`src/rtl/apb_cmd_master_if.sv`:
```
// APB bus bundle between the command master and an APB slave.
// The master drives address, control and write data; the slave answers with
// read data, ready and error status.
interface apb_cmd_master_if #(
    parameter int ADDR_WIDTH = 32,
    parameter int DATA_WIDTH = 32
);
    logic [ADDR_WIDTH-1:0] paddr;
    logic                  psel;
    logic                  penable;
    logic                  pwrite;
    logic [DATA_WIDTH-1:0] pwdata;
    logic [DATA_WIDTH-1:0] prdata;
    logic                  pready;
    logic                  pslverr;

    modport master (
        output paddr, psel, penable, pwrite, pwdata,
        input  prdata, pready, pslverr
    );

    modport slave (
        input  paddr, psel, penable, pwrite, pwdata,
        output prdata, pready, pslverr
    );
endinterface

```
`src/rtl/apb_cmd_master.sv`:
```
// APB-side command master.
// Pops {pwrite,paddr,pwdata} words from a show-ahead command fifo and runs one
// APB transfer (IDLE -> SETUP -> ACCESS) per command. Read completions push
// {err,prdata} into the response fifo; writes push nothing. A wait-state
// counter forces an error termination when the slave stalls too long, and a
// saturating counter tracks all error terminations.
module apb_cmd_master #(
    parameter int ADDR_WIDTH     = 32,
    parameter int DATA_WIDTH     = 32,
    parameter int TIMEOUT_CYCLES = 16,
    parameter int ERR_CNT_WIDTH  = 8
) (
    input  logic                           rclk,
    input  logic                           reset,
    input  logic [ADDR_WIDTH+DATA_WIDTH:0] cmd_rdata,
    input  logic                           cmd_empty,
    output logic                           cmd_ren,
    output logic [DATA_WIDTH:0]            rsp_wdata,
    input  logic                           rsp_full,
    output logic                           rsp_wen,
    apb_cmd_master_if.master               apb,
    output logic                           busy,
    output logic [ERR_CNT_WIDTH-1:0]       err_count
);

    // Counter only has to reach TIMEOUT_CYCLES-1; keep at least one bit when
    // the timeout is disabled so the declaration stays legal.
    localparam int CNT_W = (TIMEOUT_CYCLES > 1) ? $clog2(TIMEOUT_CYCLES) : 1;
    localparam logic [CNT_W-1:0] TIMEOUT_LAST = CNT_W'(TIMEOUT_CYCLES - 1);
    localparam logic             TIMEOUT_EN   = (TIMEOUT_CYCLES != 0);

    typedef enum logic [1:0] {
        IDLE   = 2'd0,
        SETUP  = 2'd1,
        ACCESS = 2'd2
    } state_t;

    state_t                  state;
    logic [ADDR_WIDTH-1:0]   paddr_q;
    logic [DATA_WIDTH-1:0]   pwdata_q;
    logic                    pwrite_q;
    logic                    psel_q;
    logic                    penable_q;
    logic [CNT_W-1:0]        wait_cnt;
    logic [ERR_CNT_WIDTH-1:0] err_count_q;

    logic                    cmd_pwrite;
    logic [ADDR_WIDTH-1:0]   cmd_paddr;
    logic [DATA_WIDTH-1:0]   cmd_pwdata;
    logic                    issue;
    logic                    timeout_hit;
    logic                    done;
    logic                    xfer_err;

    assign cmd_pwrite = cmd_rdata[ADDR_WIDTH+DATA_WIDTH];
    assign cmd_paddr  = cmd_rdata[ADDR_WIDTH+DATA_WIDTH-1:DATA_WIDTH];
    assign cmd_pwdata = cmd_rdata[DATA_WIDTH-1:0];

    // A read only issues when the response fifo has a free slot; since this
    // block is its only writer, that slot stays reserved until completion.
    // Reset gates the pop so a command is never consumed on a reset edge.
    assign issue = !reset && (state == IDLE) && !cmd_empty && (cmd_pwrite || !rsp_full);

    assign timeout_hit = TIMEOUT_EN && !apb.pready && (wait_cnt == TIMEOUT_LAST);
    assign done        = (state == ACCESS) && (apb.pready || timeout_hit);
    assign xfer_err    = apb.pready ? apb.pslverr : 1'b1;

    assign cmd_ren   = issue;
    assign rsp_wen   = !reset && done && !pwrite_q;
    assign busy      = (state != IDLE);
    assign err_count = err_count_q;

    assign apb.paddr   = paddr_q;
    assign apb.psel    = psel_q;
    assign apb.penable = penable_q;
    assign apb.pwrite  = pwrite_q;
    assign apb.pwdata  = pwdata_q;

    // Response word: error flag plus read data, data forced to zero on timeout.
    always_comb begin
        rsp_wdata = '0;
        if (rsp_wen) begin
            rsp_wdata = {xfer_err, (apb.pready ? apb.prdata : {DATA_WIDTH{1'b0}})};
        end
    end

    // Transfer FSM with registered APB outputs, wait counter and error count.
    always_ff @(posedge rclk) begin
        if (reset) begin
            state       <= IDLE;
            paddr_q     <= '0;
            pwdata_q    <= '0;
            pwrite_q    <= 1'b0;
            psel_q      <= 1'b0;
            penable_q   <= 1'b0;
            wait_cnt    <= '0;
            err_count_q <= '0;
        end else begin
            case (state)
                IDLE: begin
                    if (issue) begin
                        paddr_q   <= cmd_paddr;
                        pwrite_q  <= cmd_pwrite;
                        pwdata_q  <= cmd_pwrite ? cmd_pwdata : '0;
                        psel_q    <= 1'b1;
                        penable_q <= 1'b0;
                        state     <= SETUP;
                    end
                end
                SETUP: begin
                    penable_q <= 1'b1;
                    wait_cnt  <= '0;
                    state     <= ACCESS;
                end
                ACCESS: begin
                    if (done) begin
                        psel_q    <= 1'b0;
                        penable_q <= 1'b0;
                        pwdata_q  <= '0;
                        state     <= IDLE;
                        if (xfer_err && (err_count_q != {ERR_CNT_WIDTH{1'b1}})) begin
                            err_count_q <= err_count_q + ERR_CNT_WIDTH'(1);
                        end
                    end else begin
                        wait_cnt <= wait_cnt + CNT_W'(1);
                    end
                end
                default: begin
                    state <= IDLE;
                end
            endcase
        end
    end

endmodule

```
`src/flat_wrapper.sv`:
```
// flat-port wrapper written by rule: the top's interface ports become plain ports
module apb_cmd_master_flat 
#(
    parameter int ADDR_WIDTH     = 32,
    parameter int DATA_WIDTH     = 32,
    parameter int TIMEOUT_CYCLES = 16,
    parameter int ERR_CNT_WIDTH  = 8
)
  (rclk, reset, cmd_rdata, cmd_empty, cmd_ren, rsp_wdata, rsp_full, rsp_wen, busy, err_count, apb_paddr, apb_psel, apb_penable, apb_pwrite, apb_pwdata, apb_prdata, apb_pready, apb_pslverr);
  apb_cmd_master_if #(.ADDR_WIDTH(ADDR_WIDTH), .DATA_WIDTH(DATA_WIDTH)) apb_i ();
  input  logic rclk;
  input  logic reset;
  input  logic [ADDR_WIDTH+DATA_WIDTH:0] cmd_rdata;
  input  logic cmd_empty;
  output logic cmd_ren;
  output logic [DATA_WIDTH:0] rsp_wdata;
  input  logic rsp_full;
  output logic rsp_wen;
  output logic busy;
  output logic [ERR_CNT_WIDTH-1:0] err_count;
  output wire logic [$bits(apb_i.paddr)-1:0] apb_paddr;
  output wire logic [$bits(apb_i.psel)-1:0] apb_psel;
  output wire logic [$bits(apb_i.penable)-1:0] apb_penable;
  output wire logic [$bits(apb_i.pwrite)-1:0] apb_pwrite;
  output wire logic [$bits(apb_i.pwdata)-1:0] apb_pwdata;
  input wire logic [$bits(apb_i.prdata)-1:0] apb_prdata;
  input wire logic [$bits(apb_i.pready)-1:0] apb_pready;
  input wire logic [$bits(apb_i.pslverr)-1:0] apb_pslverr;
  assign apb_paddr = apb_i.paddr;
  assign apb_psel = apb_i.psel;
  assign apb_penable = apb_i.penable;
  assign apb_pwrite = apb_i.pwrite;
  assign apb_pwdata = apb_i.pwdata;
  assign apb_i.prdata = apb_prdata;
  assign apb_i.pready = apb_pready;
  assign apb_i.pslverr = apb_pslverr;
  apb_cmd_master #(.ADDR_WIDTH(ADDR_WIDTH), .DATA_WIDTH(DATA_WIDTH), .TIMEOUT_CYCLES(TIMEOUT_CYCLES), .ERR_CNT_WIDTH(ERR_CNT_WIDTH)) u_core (.rclk(rclk), .reset(reset), .cmd_rdata(cmd_rdata), .cmd_empty(cmd_empty), .cmd_ren(cmd_ren), .rsp_wdata(rsp_wdata), .rsp_full(rsp_full), .rsp_wen(rsp_wen), .apb(apb_i), .busy(busy), .err_count(err_count));
endmodule
```
`config.mk`:
```
export PLATFORM = sky130hd
export DESIGN_NAME = apb_cmd_master_flat
export DESIGN_NICKNAME = d
export VERILOG_FILES = /design/src/rtl/apb_cmd_master_if.sv /design/src/rtl/apb_cmd_master.sv /design/src/flat_wrapper.sv
export SDC_FILE = /design/constraint.sdc
export NUM_CORES = 1
export LEC_CHECK = 0
export CORE_ASPECT_RATIO = 0.7
export CORE_MARGIN = 5
export CORE_UTILIZATION = 39
export DETAILED_ROUTE_END_ITERATION = 8
export PLACE_DENSITY = 0.87
export SLEW_MARGIN = 20
export SYNTH_ARGS = -nofsm -noshare
export SYNTH_HDL_FRONTEND = slang
export SYNTH_SLANG_ARGS = --single-unit
```
`constraint.sdc`:
```
create_clock -name rclk -period 4.8 [get_ports rclk]
set_input_delay 0.72 -clock rclk [delete_from_list [all_inputs] [get_ports rclk]]
set_output_delay 0.72 -clock rclk [all_outputs]
set_load 0.05 [all_outputs]
```
# Word-level counts from Yosys, hierarchy flattened
# Index checks and enable logic that the tools add are counted.
# classes
n_addsub	2
n_mul	0
div_mod_pow	0
order_cmp	0
n_eq_ne	7
shift	0
muxes	17
bitwise	0
reduce_logical	26
# ops
operator	n
$mux 32	4
$pmux 32 s2	1
$mux 33	1
$reduce_and 3->1	3
$add 8x1->8 const B	1
$logic_and 1x1->1	8
$ne 8x8->1 const B	1
$pmux 4 s2	1
$pmux 2 s3	1
$reduce_and 2->1	3
$reduce_bool 2->1	3
$logic_not 1->1	5
$add 4x1->4 const B	1
$eq 4x4->1 const B	1
$mux 1	4
$mux 2	2
$mux 4	1
$ne 2x2->1 const B	2
$pmux 1 s3	1
$reduce_bool 3->1	1
$eq 2x1->1 const B	1
$eq 2x2->1 const B	1
$logic_not 2->1	1
$logic_or 1x1->1	2
2 further kinds	2
# totals
reg_bits	81
latch_bits	0
ram_bits	0
mem_bits_ro	0
input_bits	103
word_cells	60
mem_count	0

# Logic depth before layout (Yosys ltp)
# depth
ltp_word	7
ltp_mapped	7

# Least setup slack after synthesis
# No wires, ideal clock.
# synth_path
path_type	input -> output
start	in reset
end	out rsp_wdata[32]
arrival_time_ns	2.194
required_ns	4.080
path_slack_ns	1.886
stages	3
n_path_buf	2
path_cell_list	clkbuf_1 > clkbuf_1 > nor3_1
# synth_between
elab_chain_len	4
# synth_lines
element	line	rtl
start: declaration	flat_wrapper.sv:12	input logic reset;
$logic_not 1->1	apb_cmd_master.sv:69	assign rsp_wen = !reset && done && !pwrite_q;
$logic_and 1x1->1 (2 in a row)	apb_cmd_master.sv:69	
$mux 33	apb_cmd_master.sv:82	if (rsp_wen) begin
end: declaration	flat_wrapper.sv:16	output logic [DATA_WIDTH:0] rsp_wdata;
# Every way passes these cells.

# Final worst setup path
# layout_path
start	in cmd_empty
end	out cmd_ren
# layout_between
elab_chain_len	3
# layout_lines
element	line	rtl
start: declaration	flat_wrapper.sv:14	input logic cmd_empty;
$logic_not 1->1	apb_cmd_master.sv:62	assign issue = !reset && (state == IDLE) && !cmd_empty && (cmd_pwrite || !rsp_full);
$logic_and 1x1->1 (2 in a row)	apb_cmd_master.sv:62	
end: declaration	flat_wrapper.sv:15	output logic cmd_ren;
# Every way passes these cells.

==> results.md <==
- In this run the worst path has a maximum fanout of 34.
- Counting every instance in the synthesized netlist gives around 380.
- Excluding fillers, the count of instances in the completed layout stands at 691.
- For this design the ratio of total power to cell area is 320 nW/µm².
- In the routed design, unresolved DRC markers number 0.
- Entering global routing, the biggest net connects 52 pins.
- The number of library cell types mapped by synthesis is 38.
- The switching power total is ~0.48 mW.
- The clock network accounts for 40.8% of the total power.
- The cell sitting at the root of the clock tree is a clkbuf_16.
- The internal power is 1.32 mW.
- Sequential cells burn 40.1% of the power.
- Total power for the finished layout comes to 1.80 mW.
- The switching share of total power is a little over a quarter.
- The count of warnings emitted by yosys is 0.
- The max-slew violation count is 0.
- The number of core rows is 27.
- The number of clock sinks is a little over 80.
- Summing all placed instances gives a cell area of 5310 µm².
- The leakage power figure is 2.30 nW.
- By instance count, the leading cell after synthesis is dfxtp_1.
- The synthesized design contains 0 enable-type register cells.
- The number of port buffers is 213.
- The number of buffers added to fix hold violations after cts is 0.
- The die boundary width is 118 µm.
- The global placer's final weighted congestion is 0.757.
- The clock latency at the later pin of the worst-skew pair is 0.33 ns.
- The combinational power share is 19.1%.
- The sequential cell area fraction in the yosys report is 50.5%.
- The clock slew seen by the registers of the worst setup and hold paths is 0.06 ns.
- The final count of hold timing violations is 0.
- TritonCTS built the clock tree.
- By area the synthesized netlist is led by dfxtp_1, nand2_1, a22oi_1.
- The final period demand of the worst path is 3.68 ns.
- Across all setup checks in the final design, the least slack found is 1.12 ns.
- Synthesis inferred 81 register bits.
- The most used flip-flop cell after synthesis is dfxtp_1.
- The post-route clock skew is 0.00506 ns.
- Max-cap violations in this run came to 0.
- The number of primary I/O pins is about 210.
- STA puts the critical path data arrival time at 2.96 ns.
- The achievable frequency is between 0.2 and 0.3 GHz.
- By count the netlist is led by dfxtp_1, nand2_1, nor2_1.
- The number of optimization iterations in the first detailed-route pass is 6.
- The wire length of the first global-routing pass is around 17,000 µm.
- The number of placed instances, taps included, is 675.
- From bottom edge to top edge, the die measures roughly 86 µm.
- TritonCTS created 9 clock buffers.
- After synthesis the cells add up to 3210 µm².
- The async set-reset flop share out of synthesis is 0%.
- The run finished with clean final reports.
- STA classifies the critical path startpoint as a primary input.
- In the final routed layout, each cell accounts on average for 15.7 µm.
- The number of global-route vias before repair is 3,426.
- The post-cts gate resize count is 0.
- Along the worst hold path, the cell count comes to 2.
- The post-CTS setup buffer count is 0.
- A synthesized cell averages 8.41 µm².
- Of the post-synthesis cell area, the dominant cell type holds 50.5%.
- For the pin with the worst max-slew slack, the measured transition is 0.657 ns.
- The area enclosed by the die boundary is 10,200 µm².
- The final critical-path share of the clock period is between 70% and 80%.
- The initial cell density of the core is around two fifths.
- The cell type contributing the most total cell area after synthesis is dfxtp_1.
- The first-iteration detailed-routing DRC count is approximately 210.
- After routing, the total negative slack on setup checks comes to 0 ns.
- The worst relative slew slack is 56.2%.
- The post-route netlist has 10.5% of its cells at a drive strength greater than 1.
- The post-layout net count is between 600 and 700.
- The net count after synthesis is 487.
- For this run the aggregate overflow at the end of global routing stands at 0.
- The H-tree was split into 3 levels.
- The area of the core is 7940 µm².
- The worst register-to-register path has a depth of 5.
- The worst hold path belongs to the class flop to flop.
- The largest vdd supply drop is 0.277 mV.
- Detailed routing inserted a total of 3,427 vias.
- Compared with the post-synthesis result, the final layout area differs by 75.4%.
- Prior to clock tree synthesis, the placed netlist has a worst setup slack of 1.11 ns.
- With fillers left out, the area of the finished cells amounts to approximately 5600 µm².
- The type of the setup path with the least slack is primary input to output port.
- The type of element capturing the critical path is an output port.
- The data required time of the critical path is 4.08 ns.
- The clock passes through at most 2 buffers.
- The initial antenna violation count came to 0.
- The ratio of routed vias to standard cells is approximately 5.0.
- The sum of net half-perimeters after detailed placement is between 8000 and 9000 µm.
- Fill cells in the final layout number 615.
- Setup violations remaining at the end of the flow were counted as 0.
- After detailed routing, the total wire length is 10,800 µm.
- 0 antenna diodes ended up in the layout.
- In the global route stage, overall resource usage came out at 20.8%.
- Setup repair after global routing left no endpoint under its margin.
- The count of nets left with antenna violations once routing finished came out at 0.
## power by group through the flow
stage / registers [mW] / clock network, mW / logic [mW]
2_1_floorplan: 0.838 / 0 / 0.0770
3_3_place_gp: 0.735 / 0 / 0.339
3_5_place_dp: 0.736 / 0 / 0.345
4_1_cts: 0.722 / 0.755 / 0.347
5_1_grt: 0.725 / 0.781 / 0.363
6_report: 0.722 / 0.735 / 0.344
## cells by family (layout without fill, tap and decap cells)
logic type                 count (synthesis)  in the layout  synth area share, %
and+or+nand+nor                          209            209                 31.1
adders and majority gates                  2              2                0.779
AOI/OAI and AO/OA                         55             55                 12.5
DFF                                       81             81                 50.5
muxes                                      3              3                0.974
buffers and inverters                     32            240                 4.21
## worst max-delay path, cell delays in order
cell and delay, ns:
clkdlybuf4s50_1 0.42, nor4_2 0.32, nand2_1 0.14, inv_2 0.43, clkdlybuf4s50_1 0.91
## layer usage
metal	share of wire (%)	track usage (%)
met1	41	23.9
met2	49	35.9
met3	8.9	8.83
met4	1.3	5.46
met5	0	0
## state kept, by name, summed over array words and instances, names as in the netlist
register,cells
u_core.state,2
u_core.apb.pwrite,1
u_core.apb.paddr,32
u_core.apb.pwdata,32
u_core.apb.penable,1
u_core.apb.psel,1
u_core.err_count,8
u_core.wait_cnt,4
## placed cells by master, fill, tap and decap left out, types with 3 or more instances in the layout
master           synthesis  layout
or4_1                    3       3
a21oi_1                  9       9
dfxtp_1                 81      81
a22oi_1                 32      32
clkdlybuf4s50_1          0     180
buf_4                    0      37
and2_1                  36      35
nand2b_1                 3       3
clkbuf_16                0       9
nor2_1                  41      41
nand2_1                 73      73
nand3_1                 36      36
inv_1                    4       4
o41ai_1                  3       3
nor3_1                   3       3
## through the flow
step                      util, %  hold slack [ns]
final                        71.0            0.451
after global routing         71.0            0.477
after CTS                    71.0            0.454
after detailed placement     66.9            0.444
after global placement       66.9            0.441
after floorplan                 -            0.484
## final cells by class
| type | count | area (µm²) | area share, % |
|---|---|---|---|
| inverters | 6 | 22.5 | 0.400 |
| clock inverters | 4 | 76.3 | 1.35 |
| multi-input cells | 269 | 1460 | 25.9 |
| well taps | 101 | 126 | 2.24 |
| repair buffers | 218 | 2080 | 37.0 |
| flip-flops and latches | 81 | 1620 | 28.8 |
| clock buffers | 12 | 246 | 4.37 |
## final timing paths
| path | from | to | slack (ns) |
|---|---|---|---|
| worst max register to register | u_core.wait_cnt[0]$_SDFFE_PP0P_ | u_core.err_count[5]$_SDFFE_PP0P_ | 2.83 |
| worst min-delay path | u_core.apb.paddr[28]$_SDFFE_PP0P_ | u_core.apb.paddr[28]$_SDFFE_PP0P_ | 0.45 |
| worst min register to register | u_core.apb.paddr[28]$_SDFFE_PP0P_ | u_core.apb.paddr[28]$_SDFFE_PP0P_ | 0.45 |
| worst max-delay path | cmd_empty | cmd_ren | 1.12 |
No activity file was read; power rests on OpenSTA's default activity.
==> variant: new RTL, same flow settings <==
Encoding of `state_t`: now one-hot (3 bits for 3 states).
--- a/src/rtl/apb_cmd_master.sv
+++ b/src/rtl/apb_cmd_master.sv
@@ -30,8 +30,8 @@
     localparam logic             TIMEOUT_EN   = (TIMEOUT_CYCLES != 0);
 
-    typedef enum logic [1:0] {
-        IDLE   = 2'd0,
-        SETUP  = 2'd1,
-        ACCESS = 2'd2
+    typedef enum logic [2:0] {
+        IDLE   = 3'b001,
+        SETUP  = 3'b010,
+        ACCESS = 3'b100
     } state_t;
 
Formal check against the unedited RTL: same outputs for any inputs over 4 cycles, from zero or initial values and one cycle with reset high; so few cycles prove little.
==> variant against the unedited design <==
- design area grew 0.38%
- combinational power is 23% lower
- synthesized area is 1.2% lower
- setup slack better by 0.080 ns
- hold slack better by 0.0011 ns
- total power down 6.5%
- sequential cell count grew 1
- fmax up 2.2%
- clock power shrank 4.5%
- routed wire length decreased by 2.2%
==> variant: results (changes against the unedited design) <==
- Status: finished, final reports clean (unchanged)
- Post-synth cell types: 40 (was 38)
- Largest net degree at the start of global routing: 49 (was 52)
- Non-clock inverters: 8 (was 6)
- P_seq: 0.715 mW (was 0.722 mW)
- Net Count, Synth: 460 (was 487)
- Largest stage delay, worst path: 0.84 ns (was 0.91 ns)
- WHS: 0.452 ns (was 0.451 ns)
- Setup Skew: 0.00690 ns (was 0.00506 ns)
- Commonest cells in the netlist: 82 x dfxtp_1, 72 x nand2_1, 39 x a21oi_1 (was 81 x dfxtp_1, 73 x nand2_1, 41 x nor2_1)
- Worst r2r src: u_core.state[0] (was u_core.wait_cnt[0])
- Layout clock area frac: 0.0542 (was 0.0573)
- CLK BUF: 9 (was 12)
- Leak Pwr: 2.08 nW (was 2.30 nW)
- Synthesized area per cell: 8.94 um^2 (was 8.41 um^2)
- Crit path to: rsp_wdata[32] (was cmd_ren)
- Switching power total: 0.443 mW (was 0.477 mW)
- Max VDD drop: 0.236 mV (was 0.277 mV)
- R2R setup slack: 2.24 ns (was 2.83 ns)
- Clock group: 0.702 mW (was 0.735 mW)
- NumNets Final: 663 (was 690)
- R2r endpoint: u_core.apb.penable (was u_core.err_count[5])
- Power per Cell Area: 298 mW/mm^2 (was 320 mW/mm^2)
- Hold path start: u_core.apb.paddr[3] (was u_core.apb.paddr[28])
- GR Util All Layers: 0.204 (was 0.208)
- Routed WL: 10600 um (was 10800 um)
- Worst-path maximum fanout: 6 (was 34)
- Synth Instances: 355 (was 382)
- Hold Path End: u_core.apb.paddr[3] (was u_core.apb.paddr[28])
- Count of multi-input gates: 240 (was 269)
- Share of cells above drive strength 1: 0.0480 (was 0.105)
- Via count: 3293 (was 3427)
- Multi-input gate area: 0.00140 mm^2 (was 0.00146 mm^2)
- Final Total Pwr: 1.68 mW (was 1.80 mW)
- GP Congestion: 0.761 (was 0.757)
- Non-clk bufs: 217 (was 218)
- Worst-margin pin slew: 0.935 ns (was 0.657 ns)
- Post-synthesis sequential area ratio: 0.517 (was 0.505)
- Non-clock buffers, area share: 0.381 (was 0.370)
- DRT iter0 DRCs: 196 (was 212)
variant: cell count changes in the layout (fill, tap and decap cells not counted), sizes merged, moves of 3 or more:
cell and delta:
a21oi +30, clkdlybuf4s50 +31, nor2 -30, clkbuf -3, buf -32, xor2 +3, a22o +33, nor4 -3
nand3 -31, inv +6, a22oi -33, and2 -4, nor3b +3
variant: logic make-up after synthesis:
family / count (synthesis) / share of synthesized area
and+or+nand+nor: 145 / 0.225
adders and majority gates: 2 / 0.00788
AOI/OAI and AO/OA: 88 / 0.190
xor gates and xnor gates: 3 / 0.00828
buffers and inverters: 33 / 0.0457
muxes: 2 / 0.00631
DFF: 82 / 0.517
variant: routing by layer:
layer	GRT usage	vias up	wire length, um	part of all wire
met2	0.371	126	5480	0.52
met4	0.0438	0	90	0.0085
met5	0	-	0	0
met1	0.231	1533	4190	0.40
met3	0.0740	9	839	0.079
li1	-	1625	-	-
variant: worst min-delay path, stage by stage, from the launching register on:
cell	delay (ns)
dfxtp_1	0.31
nand2_1	0.05
a21oi_1	0.05
